--- config.mk ---
export PLATFORM = sky130hd
export DESIGN_NAME = counter_load_scheduler_flat
export DESIGN_NICKNAME = d
export VERILOG_FILES = /design/src/rtl/counter_load_scheduler_pkg.sv /design/src/rtl/counter_load_scheduler_if.sv /design/src/rtl/counter_load_scheduler_rr_arbiter.sv /design/src/rtl/counter_load_scheduler.sv /design/src/flat_wrapper.sv
export SDC_FILE = /design/constraint.sdc
export NUM_CORES = 1
export LEC_CHECK = 0
export CAP_MARGIN = 20
export CORE_ASPECT_RATIO = 1.5
export CORE_UTILIZATION = 30
export CTS_CLUSTER_SIZE = 30
export DETAILED_ROUTE_END_ITERATION = 10
export GPL_TIMING_DRIVEN = 0
export PLACE_DENSITY = 0.64
export SYNTH_ARGS = -nofsm -noshare
export SYNTH_HDL_FRONTEND = slang
export SYNTH_SLANG_ARGS = --single-unit
export TNS_END_PERCENT = 50
--- constraint.sdc ---
create_clock -name clk -period 2.9 [get_ports clk]
set_clock_uncertainty 0.15 [all_clocks]
set_input_delay 0.58 -clock clk [delete_from_list [all_inputs] [get_ports clk]]
set_output_delay 0.58 -clock clk [all_outputs]
set_load 0.005 [all_outputs]
--- src/rtl/counter_load_scheduler_pkg.sv ---
// Shared types and defaults for the round-robin counter load scheduler.
package counter_sched_pkg;

    localparam int unsigned DEF_NUM_REQ = 4;
    localparam int unsigned DEF_CNT_W   = 4;

    typedef enum logic [1:0] {
        IDLE = 2'd0,
        RUN  = 2'd1,
        DONE = 2'd2
    } state_t;

endpackage

--- src/rtl/counter_load_scheduler_if.sv ---
// Request/grant bus between timer-style clients and the shared counter scheduler.
interface counter_load_scheduler_if #(
    parameter int unsigned NUM_REQ = 4,
    parameter int unsigned CNT_W   = 4
);
    logic [NUM_REQ-1:0]       req_i;
    logic [NUM_REQ*CNT_W-1:0] start_val_i;
    logic [NUM_REQ*CNT_W-1:0] end_val_i;
    logic [NUM_REQ-1:0]       grant_o;
    logic [NUM_REQ-1:0]       done_o;
    logic                     busy_o;
    logic [CNT_W-1:0]         count_o;

    modport master (
        output req_i, start_val_i, end_val_i,
        input  grant_o, done_o, busy_o, count_o
    );

    modport slave (
        input  req_i, start_val_i, end_val_i,
        output grant_o, done_o, busy_o, count_o
    );
endinterface

--- src/rtl/counter_load_scheduler_rr_arbiter.sv ---
// Combinational round-robin search: first set request at or above i_ptr, wrapping.
module rr_arbiter #(
    parameter  int unsigned NUM_REQ = 4,
    localparam int unsigned IDX_W   = $clog2(NUM_REQ)
) (
    input  logic [NUM_REQ-1:0] i_req,
    input  logic [IDX_W-1:0]   i_ptr,
    output logic [NUM_REQ-1:0] o_gnt_c
);

    always_comb begin
        logic        found;
        int unsigned idx;
        o_gnt_c = '0;
        found   = 1'b0;
        idx     = 0;
        for (int unsigned i = 0; i < NUM_REQ; i++) begin
            idx = (32'(i_ptr) + i) % NUM_REQ;
            if (!found && i_req[IDX_W'(idx)]) begin
                o_gnt_c[IDX_W'(idx)] = 1'b1;
                found                = 1'b1;
            end
        end
    end

endmodule

--- src/rtl/counter_load_scheduler.sv ---
// Shares one loadable up-counter among NUM_REQ requesters; the winner's count
// runs from its start value to its end value, then it gets a one-cycle done pulse.
module counter_load_scheduler
    import counter_sched_pkg::*;
#(
    parameter int unsigned NUM_REQ = DEF_NUM_REQ,
    parameter int unsigned CNT_W   = DEF_CNT_W
) (
    input  logic                     clk,
    input  logic                     reset_n,
    counter_load_scheduler_if.slave  bus
);

    localparam int unsigned IDX_W = $clog2(NUM_REQ);

    state_t             r_state;
    logic [IDX_W-1:0]   r_owner;
    logic [IDX_W-1:0]   r_ptr;
    logic [CNT_W-1:0]   r_end;
    logic [CNT_W-1:0]   r_count;
    logic [NUM_REQ-1:0] r_grant;
    logic [NUM_REQ-1:0] r_done;
    logic               r_busy;

    logic [NUM_REQ-1:0] w_arb_gnt;
    logic [IDX_W-1:0]   w_win_idx;
    logic [CNT_W-1:0]   w_win_start;
    logic [CNT_W-1:0]   w_win_end;
    logic               w_owner_req;
    logic [IDX_W-1:0]   w_ptr_next;

    rr_arbiter #(.NUM_REQ(NUM_REQ)) u_arb (
        .i_req   (bus.req_i),
        .i_ptr   (r_ptr),
        .o_gnt_c (w_arb_gnt)
    );

    // Only the granted requester's values are ever selected for loading.
    always_comb begin
        w_win_idx   = '0;
        w_win_start = '0;
        w_win_end   = '0;
        for (int unsigned i = 0; i < NUM_REQ; i++) begin
            if (w_arb_gnt[i]) begin
                w_win_idx   = IDX_W'(i);
                w_win_start = bus.start_val_i[i*CNT_W +: CNT_W];
                w_win_end   = bus.end_val_i[i*CNT_W +: CNT_W];
            end
        end
    end

    assign w_owner_req = bus.req_i[r_owner];
    assign w_ptr_next  = (r_owner == IDX_W'(NUM_REQ - 1)) ? '0 : r_owner + IDX_W'(1);

    // Scheduler FSM, counter and pointer; an owner dropping its request aborts the run.
    always_ff @(posedge clk) begin
        if (!reset_n) begin
            r_state <= IDLE;
            r_owner <= '0;
            r_ptr   <= '0;
            r_end   <= '0;
            r_count <= '0;
            r_grant <= '0;
            r_done  <= '0;
            r_busy  <= 1'b0;
        end else begin
            case (r_state)
                IDLE: begin
                    if (|bus.req_i) begin
                        r_owner <= w_win_idx;
                        r_end   <= w_win_end;
                        r_count <= w_win_start;
                        r_grant <= w_arb_gnt;
                        r_busy  <= 1'b1;
                        r_state <= RUN;
                    end
                end
                RUN: begin
                    if (!w_owner_req) begin
                        r_grant <= '0;
                        r_busy  <= 1'b0;
                        r_ptr   <= w_ptr_next;
                        r_state <= IDLE;
                    end else if (r_count == r_end) begin
                        r_done  <= r_grant;
                        r_state <= DONE;
                    end else begin
                        r_count <= r_count + CNT_W'(1);
                    end
                end
                DONE: begin
                    r_done  <= '0;
                    r_grant <= '0;
                    r_busy  <= 1'b0;
                    r_ptr   <= w_ptr_next;
                    r_state <= IDLE;
                end
                default: r_state <= IDLE;
            endcase
        end
    end

    assign bus.grant_o = r_grant;
    assign bus.done_o  = r_done;
    assign bus.busy_o  = r_busy;
    assign bus.count_o = r_count;

endmodule

--- src/flat_wrapper.sv ---
// flat-port wrapper written by rule: the top's interface ports become plain ports
module counter_load_scheduler_flat import counter_sched_pkg::*;
#(
    parameter int unsigned NUM_REQ = DEF_NUM_REQ,
    parameter int unsigned CNT_W   = DEF_CNT_W
)
  (clk, reset_n, bus_req_i, bus_start_val_i, bus_end_val_i, bus_grant_o, bus_done_o, bus_busy_o, bus_count_o);
  counter_load_scheduler_if #(.NUM_REQ(NUM_REQ), .CNT_W(CNT_W)) bus_i ();
  input  logic clk;
  input  logic reset_n;
  input wire logic [$bits(bus_i.req_i)-1:0] bus_req_i;
  input wire logic [$bits(bus_i.start_val_i)-1:0] bus_start_val_i;
  input wire logic [$bits(bus_i.end_val_i)-1:0] bus_end_val_i;
  output wire logic [$bits(bus_i.grant_o)-1:0] bus_grant_o;
  output wire logic [$bits(bus_i.done_o)-1:0] bus_done_o;
  output wire logic [$bits(bus_i.busy_o)-1:0] bus_busy_o;
  output wire logic [$bits(bus_i.count_o)-1:0] bus_count_o;
  assign bus_i.req_i = bus_req_i;
  assign bus_i.start_val_i = bus_start_val_i;
  assign bus_i.end_val_i = bus_end_val_i;
  assign bus_grant_o = bus_i.grant_o;
  assign bus_done_o = bus_i.done_o;
  assign bus_busy_o = bus_i.busy_o;
  assign bus_count_o = bus_i.count_o;
  counter_load_scheduler #(.NUM_REQ(NUM_REQ), .CNT_W(CNT_W)) u_core (.clk(clk), .reset_n(reset_n), .bus(bus_i));
endmodule
==> impl_metrics.ini, run 1 <==
[run_status]
status = finished, final reports clean

[drt]
dr.pass1.iters = 4
wl_per_cell_um = 14.7
route.detailed.drc = 0
vias = 1836
drtIter0Drc = 70
wirelength_um = 5180
ant_nets = 0
drt-vias-per-instance = 5.23

[timing]
final_hold_viol_count = 0
final.min_clock_period_ns = 2.85
final_max_slew_viol_count = 0
period_share_pct = 98.2
fmaxAchievable_ghz = 0.351
grt_setup_unrepaired = true
setup-violations-final = 0
finalSetupTns_ns = 0
slew_headroom_pct = 58.4
tightestPinTransition_ns = 0.621

[setup_path]
end_kind = flop
worstPathRequired_ns = 2.95
arrival_ns = 2.90
startpoint_type = flop
worstSetupPathType = flop to flop
cp_max_fo = 8
rrSetupSlack_ns = 0.05

[synth]
synth-main-ff-cell = dfxtp_1
synth_area_leaders = dfxtp_1 (26%), ha_1 (9.1%), nand3_1 (4.8%), nand2_1 (4.6%), a21oi_1 (4.5%)
synth_top_area_share_pct = 25.9
synth_area_mm2 = 0.00178
yosys.cell_types.count = 52
avgSynthCellArea_um2 = 8.47
yosysWarnings = 0
async_reset_ff_share_pct = 0
yosysSeqAreaShare_pct = 25.9
postSynthCellCount = 210
ys_seq_elements = 23
synth_nets = 261
yosysTopAreaCell = dfxtp_1
synth_edf_count = 0

[floorplan]
io-pin-count = 51
die_x_um = 64.9
core-area_mm2 = 0.00574
fp.dieH_um = 96.3
die-area_mm2 = 0.00624
rows = 34
start_util_pct = 31.0

[cts]
tritoncts = done
insertion_delay_ns = 0.26
root_buffer = clkbuf_8
cts.sinks = 23
cts.htree.levels = 1
clock_path_buffers = 2
clkTransAtPathRegs_ns = 0.08
cts_buffers = 3

[flow_run]
cap_violations = 0

[grt]
grt_pass1_vias = 1771
antenna_found_initial = 0
grt_usage_pct = 16.9
grt_pass1_wl_um = 8230
grt_max_degree = 13
grt.overflow.total = 0

[power_and_ir_drop]
powerDensity_mw_per_mm2 = 915
leakage_uw = 0.00102
finalPower_uw = 2410
vdd.ir_drop.worst_uv = 352

[placement]
dpl.hpwl_um = 3820
placed_area_mm2 = 0.00238
port_buffers = 49
gp_congestion = 0.796

[layout]
drive_gt1_share_pct = 18.3
antennaDiodeCount = 0
fin_util_pct = 45.9
stdcell_area_mm2 = 0.00264
area_delta_synth_final_pct = 48.2
finalNetCount = 331

[hold_path]
hp-class = flop to flop
[logic make-up (layout without fill, tap and decap cells)]
kind of cell	after synthesis	count (layout)	synth area share [%]
mux	4	4	4.57
buf+inv	17	86	5.00
xor+xnor	4	4	1.97
flops	23	23	25.9
compound gates	66	66	27.6
simple gates	83	83	25.8
fa+ha+maj	13	13	9.15
[state kept, by name (all words and copies together), names as in the netlist]
register / cells
u_core.r_owner: 2
u_core.bus.count_o: 4
u_core.bus.grant_o: 4
u_core.bus.done_o: 4
u_core.bus.busy_o: 1
u_core.r_ptr: 2
u_core.r_end: 4
u_core.r_state: 2
[Yosys cell counts, drive strengths merged (2+ instances only)]
cell     number
a21boi        5
a21oi        16
a221o         4
a221oi        5
a22o          3
a22oi         4
a31oi         2
a32oi         3
and2          2
and3b         2
buf           4
clkbuf        7
dfxtp        23
ha           13
inv           6
mux4          3
nand2        22
nand2b        6
nand3        17
nand3b        6
nor2          8
nor2b         7
nor3          3
nor4          2
nor4b         2
o21ai        11
o22ai         2
o2bb2ai       4
xor2          4
[area by class of cell]
class | count | area (µm²)
fillers | 568 | 3110
multi-input cells | 170 | 1320
repair buffers | 66 | 617
flip-flops and latches | 23 | 468
well taps | 72 | 90.1
plain buffers | 10 | 67.6
clock buffers | 4 | 45.0
inverters | 6 | 28.8
[cells in the final DEF, fill, tap and decap left out, types with 6 or more instances in the layout]
| cell type | instances |
|---|---|
| a21oi_1 | 15 |
| buf_4 | 14 |
| clkbuf_1 | 6 |
| clkdlybuf4s50_1 | 46 |
| dfxtp_1 | 21 |
| ha_1 | 12 |
| nand2_1 | 22 |
| nand2b_1 | 6 |
| nand3_1 | 17 |
| nand3b_1 | 6 |
| nor2_1 | 8 |
| nor2b_1 | 7 |
| o21ai_0 | 9 |
[stage by stage]
step	std cells	hold slack (ns)	setup WS, ns
floorplan	210	0.321	0.0163
global placement	331	0.317	-0.691
detailed placement	331	0.321	-0.711
CTS	338	0.333	0.0150
global route	351	0.354	-0.0564
finish	351	0.328	0.0532
[routing by layer]
layer,wire [µm],global-route usage (%),share of wire [%],vias up
met5,0,0,0,-
met1,2150,19.6,42,872
li1,-,-,-,925
met2,2790,32.6,54,31
met4,125,5.19,2.4,0
met3,107,0.711,2.1,8
[power by group]
part	switching [µW]	internal, µW	total, µW
registers	99.3	418	517
clock network	100	98.0	198
logic	861	835	1700
[path summary, 6_finish.rpt]
path | from | to | cells past startpoint
worst min register to register | u_core.bus.done_o[2]$_SDFFE_PN0P_ | u_core.bus.done_o[2]$_SDFFE_PN0P_ | 2
worst max-delay path | u_core.r_ptr[0]$_SDFFE_PN0P_ | u_core.bus.count_o[3]$_SDFFE_PN0P_ | 11
worst max register to register | u_core.r_ptr[0]$_SDFFE_PN0P_ | u_core.bus.count_o[3]$_SDFFE_PN0P_ | 11
worst min-delay path | u_core.bus.done_o[2]$_SDFFE_PN0P_ | u_core.bus.done_o[2]$_SDFFE_PN0P_ | 2
[critical path, stage by stage, from the launching register on]
cell and delay, ns:
dfxtp_4 0.37, clkinvlp_4 0.10, ha_4 0.28, mux4_2 0.34
and2b_4 0.20, a22o_4 0.22, a221o_2 0.31, buf_8 0.13
nor4b_4 0.27, buf_6 0.18, a221oi_1 0.08, a21oi_1 0.14
[timing repair]
action,in CTS,in global routing
gates resized for setup,11,18
pin swaps,1,7
hold buffers,0,0
buffers inserted,4,12
endpoints found under the setup margin,9,13
Note: power is estimated with default switching activity, not from simulation.
==> run 2, diff against run 1 <==
Settings changed: CTS_BUF_LIST from default to sky130_fd_sc_hd__clkbuf_4.
==> run 2 against run 1 <==
  * Setup slack got worse by 0.021 ns
  * Hold slack improved by 0.0065 ns
  * Global-route usage is essentially flat
  * Critical endpoint unchanged
==> impl_metrics.ini, run 2 (synthesized netlist as in run 1, its figures left out) <==
[drt]
drt-vias-per-instance = 5.17
drtIter0Drc = 86
vias = 1790
route.detailed.drc = 0
wl_per_cell_um = 14.8
ant_nets = 0
dr.pass1.iters = 4
wirelength_um = 5100

[placement]
port_buffers = 49
dpl.hpwl_um = 3820
pre_cts_ws_ns = -0.711
gp_congestion = 0.796

[setup_path]
critPathTopFamily = compound AO/OA/AOI/OAI gates
max_stage_delay_ns = 0.55
cp_cell_sequence = dlygate4sd2_1 -> mux4_2 -> and2b_4 -> a22o_4 -> a221o_2 -> buf_8 -> nor4b_4 -> buf_6 -> a221oi_1 -> a21oi_1
end_kind = flop
worstPathRequired_ns = 3.00
cp_max_fo = 9
cp_num_buf_inv = 3
arrival_ns = 2.97
cp_slowest_cell = mux4_2
worstSetupPathType = primary input to flop
startpoint_type = primary input

[grt]
antenna_found_initial = 0
grt_util_met1_pct = 19.8
grt_usage_pct = 16.9
grt_pass1_wl_um = 8250
grt.overflow.total = 0
grt_pass1_vias = 1762
grt_max_degree = 13
top_usage_layer = met2
use_met2_pct = 32.6
met3_usage_pct = 0.711

[cts]
root_buffer = clkbuf_4
clkTransAtPathRegs_ns = 0.13
clock_path_buffers = 2
cts_hold_buf = 0
cts_buffers = 3
cts.sinks = 23
insertion_delay_ns = 0.31
tritoncts = done
cts.htree.levels = 1

[layout]
area_delta_synth_final_pct = 43.3
drive_gt1_share_pct = 15.0
finalNetCount = 326
n_fill_cell = 571
layout_common_cells = clkdlybuf4s50_1 (46), nand2_1 (22), dfxtp_1 (21)
antennaDiodeCount = 0
final_common_cell = clkdlybuf4s50_1

[timing]
setup_slack_ns = 0.0322
setup-violations-final = 0
final_hold_viol_count = 0
fmaxAchievable_ghz = 0.349
slew_headroom_pct = 53.8
final_max_slew_viol_count = 0
grt_setup_unrepaired = true
tightestPinTransition_ns = 0.692
period_share_pct = 98.9
final.min_clock_period_ns = 2.87

[flow_run]
cap_violations = 0

[hold_path]
hp-class = flop to flop

[power_and_ir_drop]
powerDensity_mw_per_mm2 = 898
leakage_uw = 0.000982
finalPower_uw = 2290
vdd.ir_drop.worst_uv = 326

[floorplan]
die-area_mm2 = 0.00624
die_x_um = 64.9
rows = 34
core-area_mm2 = 0.00574
fp.dieH_um = 96.3
io-pin-count = 51
start_util_pct = 31.0

[run_status]
status = finished, final reports clean
run 2: area by class of cell:
class                   instances  area, µm²  share of cell area [%]
clock buffers                   4       30.0                    1.18
repair buffers                 61        578                    22.7
well taps                      72       90.1                    3.54
plain buffers                  10       67.6                    2.65
multi-input cells             170       1280                    50.4
inverters                       6       30.0                    1.18
flip-flops and latches         23        468                    18.4
run 2: tightest hold or removal path: stages, from the launching register on:
cell	delay [ns]
dfxtp_1	0.33
nand2b_1	0.06
a21boi_0	0.06
run 2: timing repair:
item	4_1_cts	5_1_grt
pin swaps	3	1
endpoints found under the setup margin	9	11
buffers inserted	6	5
resized for setup	12	4
gates cloned	0	0
run 2: per-layer routing:
layer	vias up	share of wire, %
met2	23	55
met1	844	42
met4	0	0.96
met5	-	0
li1	919	-
met3	4	1.5
run 2: stage by stage:
stage	cells	hold slack (ns)	util, %	setup TNS, ns	cell area (µm²)
after floorplan	210	0.321	-	0	1800
after global placement	331	0.317	41.5	-6.82	2380
after detailed placement	331	0.321	41.5	-7.10	2380
after CTS	340	0.340	43.2	0	2480
after global routing	346	0.361	44.4	-0.281	2550
final	346	0.335	44.4	0	2550
run 2: path summary, 6_finish.rpt:
check	slack, ns	cells after the start	from	to
setup / recovery	0.03	10	bus_req_i[3]	u_core.bus.count_o[3]$_SDFFE_PN0P_
hold / removal	0.33	2	u_core.bus.done_o[2]$_SDFFE_PN0P_	u_core.bus.done_o[2]$_SDFFE_PN0P_
setup reg to reg	0.04	11	u_core.r_ptr[1]$_SDFFE_PN0P_	u_core.bus.count_o[3]$_SDFFE_PN0P_
hold reg to reg	0.33	2	u_core.bus.done_o[2]$_SDFFE_PN0P_	u_core.bus.done_o[2]$_SDFFE_PN0P_
run 2: power by group:
group	total (µW)	switching [µW]	internal (µW)	leakage, µW
logic	1620	831	785	0.000774
clock network	159	96.0	63.0	0.0000184
registers	511	93.9	418	0.000190
total	2290	1020	1270	0.000982
==> run 3, diff against run 2 <==
--- a/constraint.sdc
+++ b/constraint.sdc
@@ -4,2 +4,2 @@
 set_output_delay 0.58 -clock clk [all_outputs]
-set_load 0.005 [all_outputs]
+set_load 0.05 [all_outputs]
==> results of run 3 <==
Same layout as run 2 (identical final DEF). Status: finished, final reports clean.
Among the figures that moved: total power 2290 µW -> 2430 µW
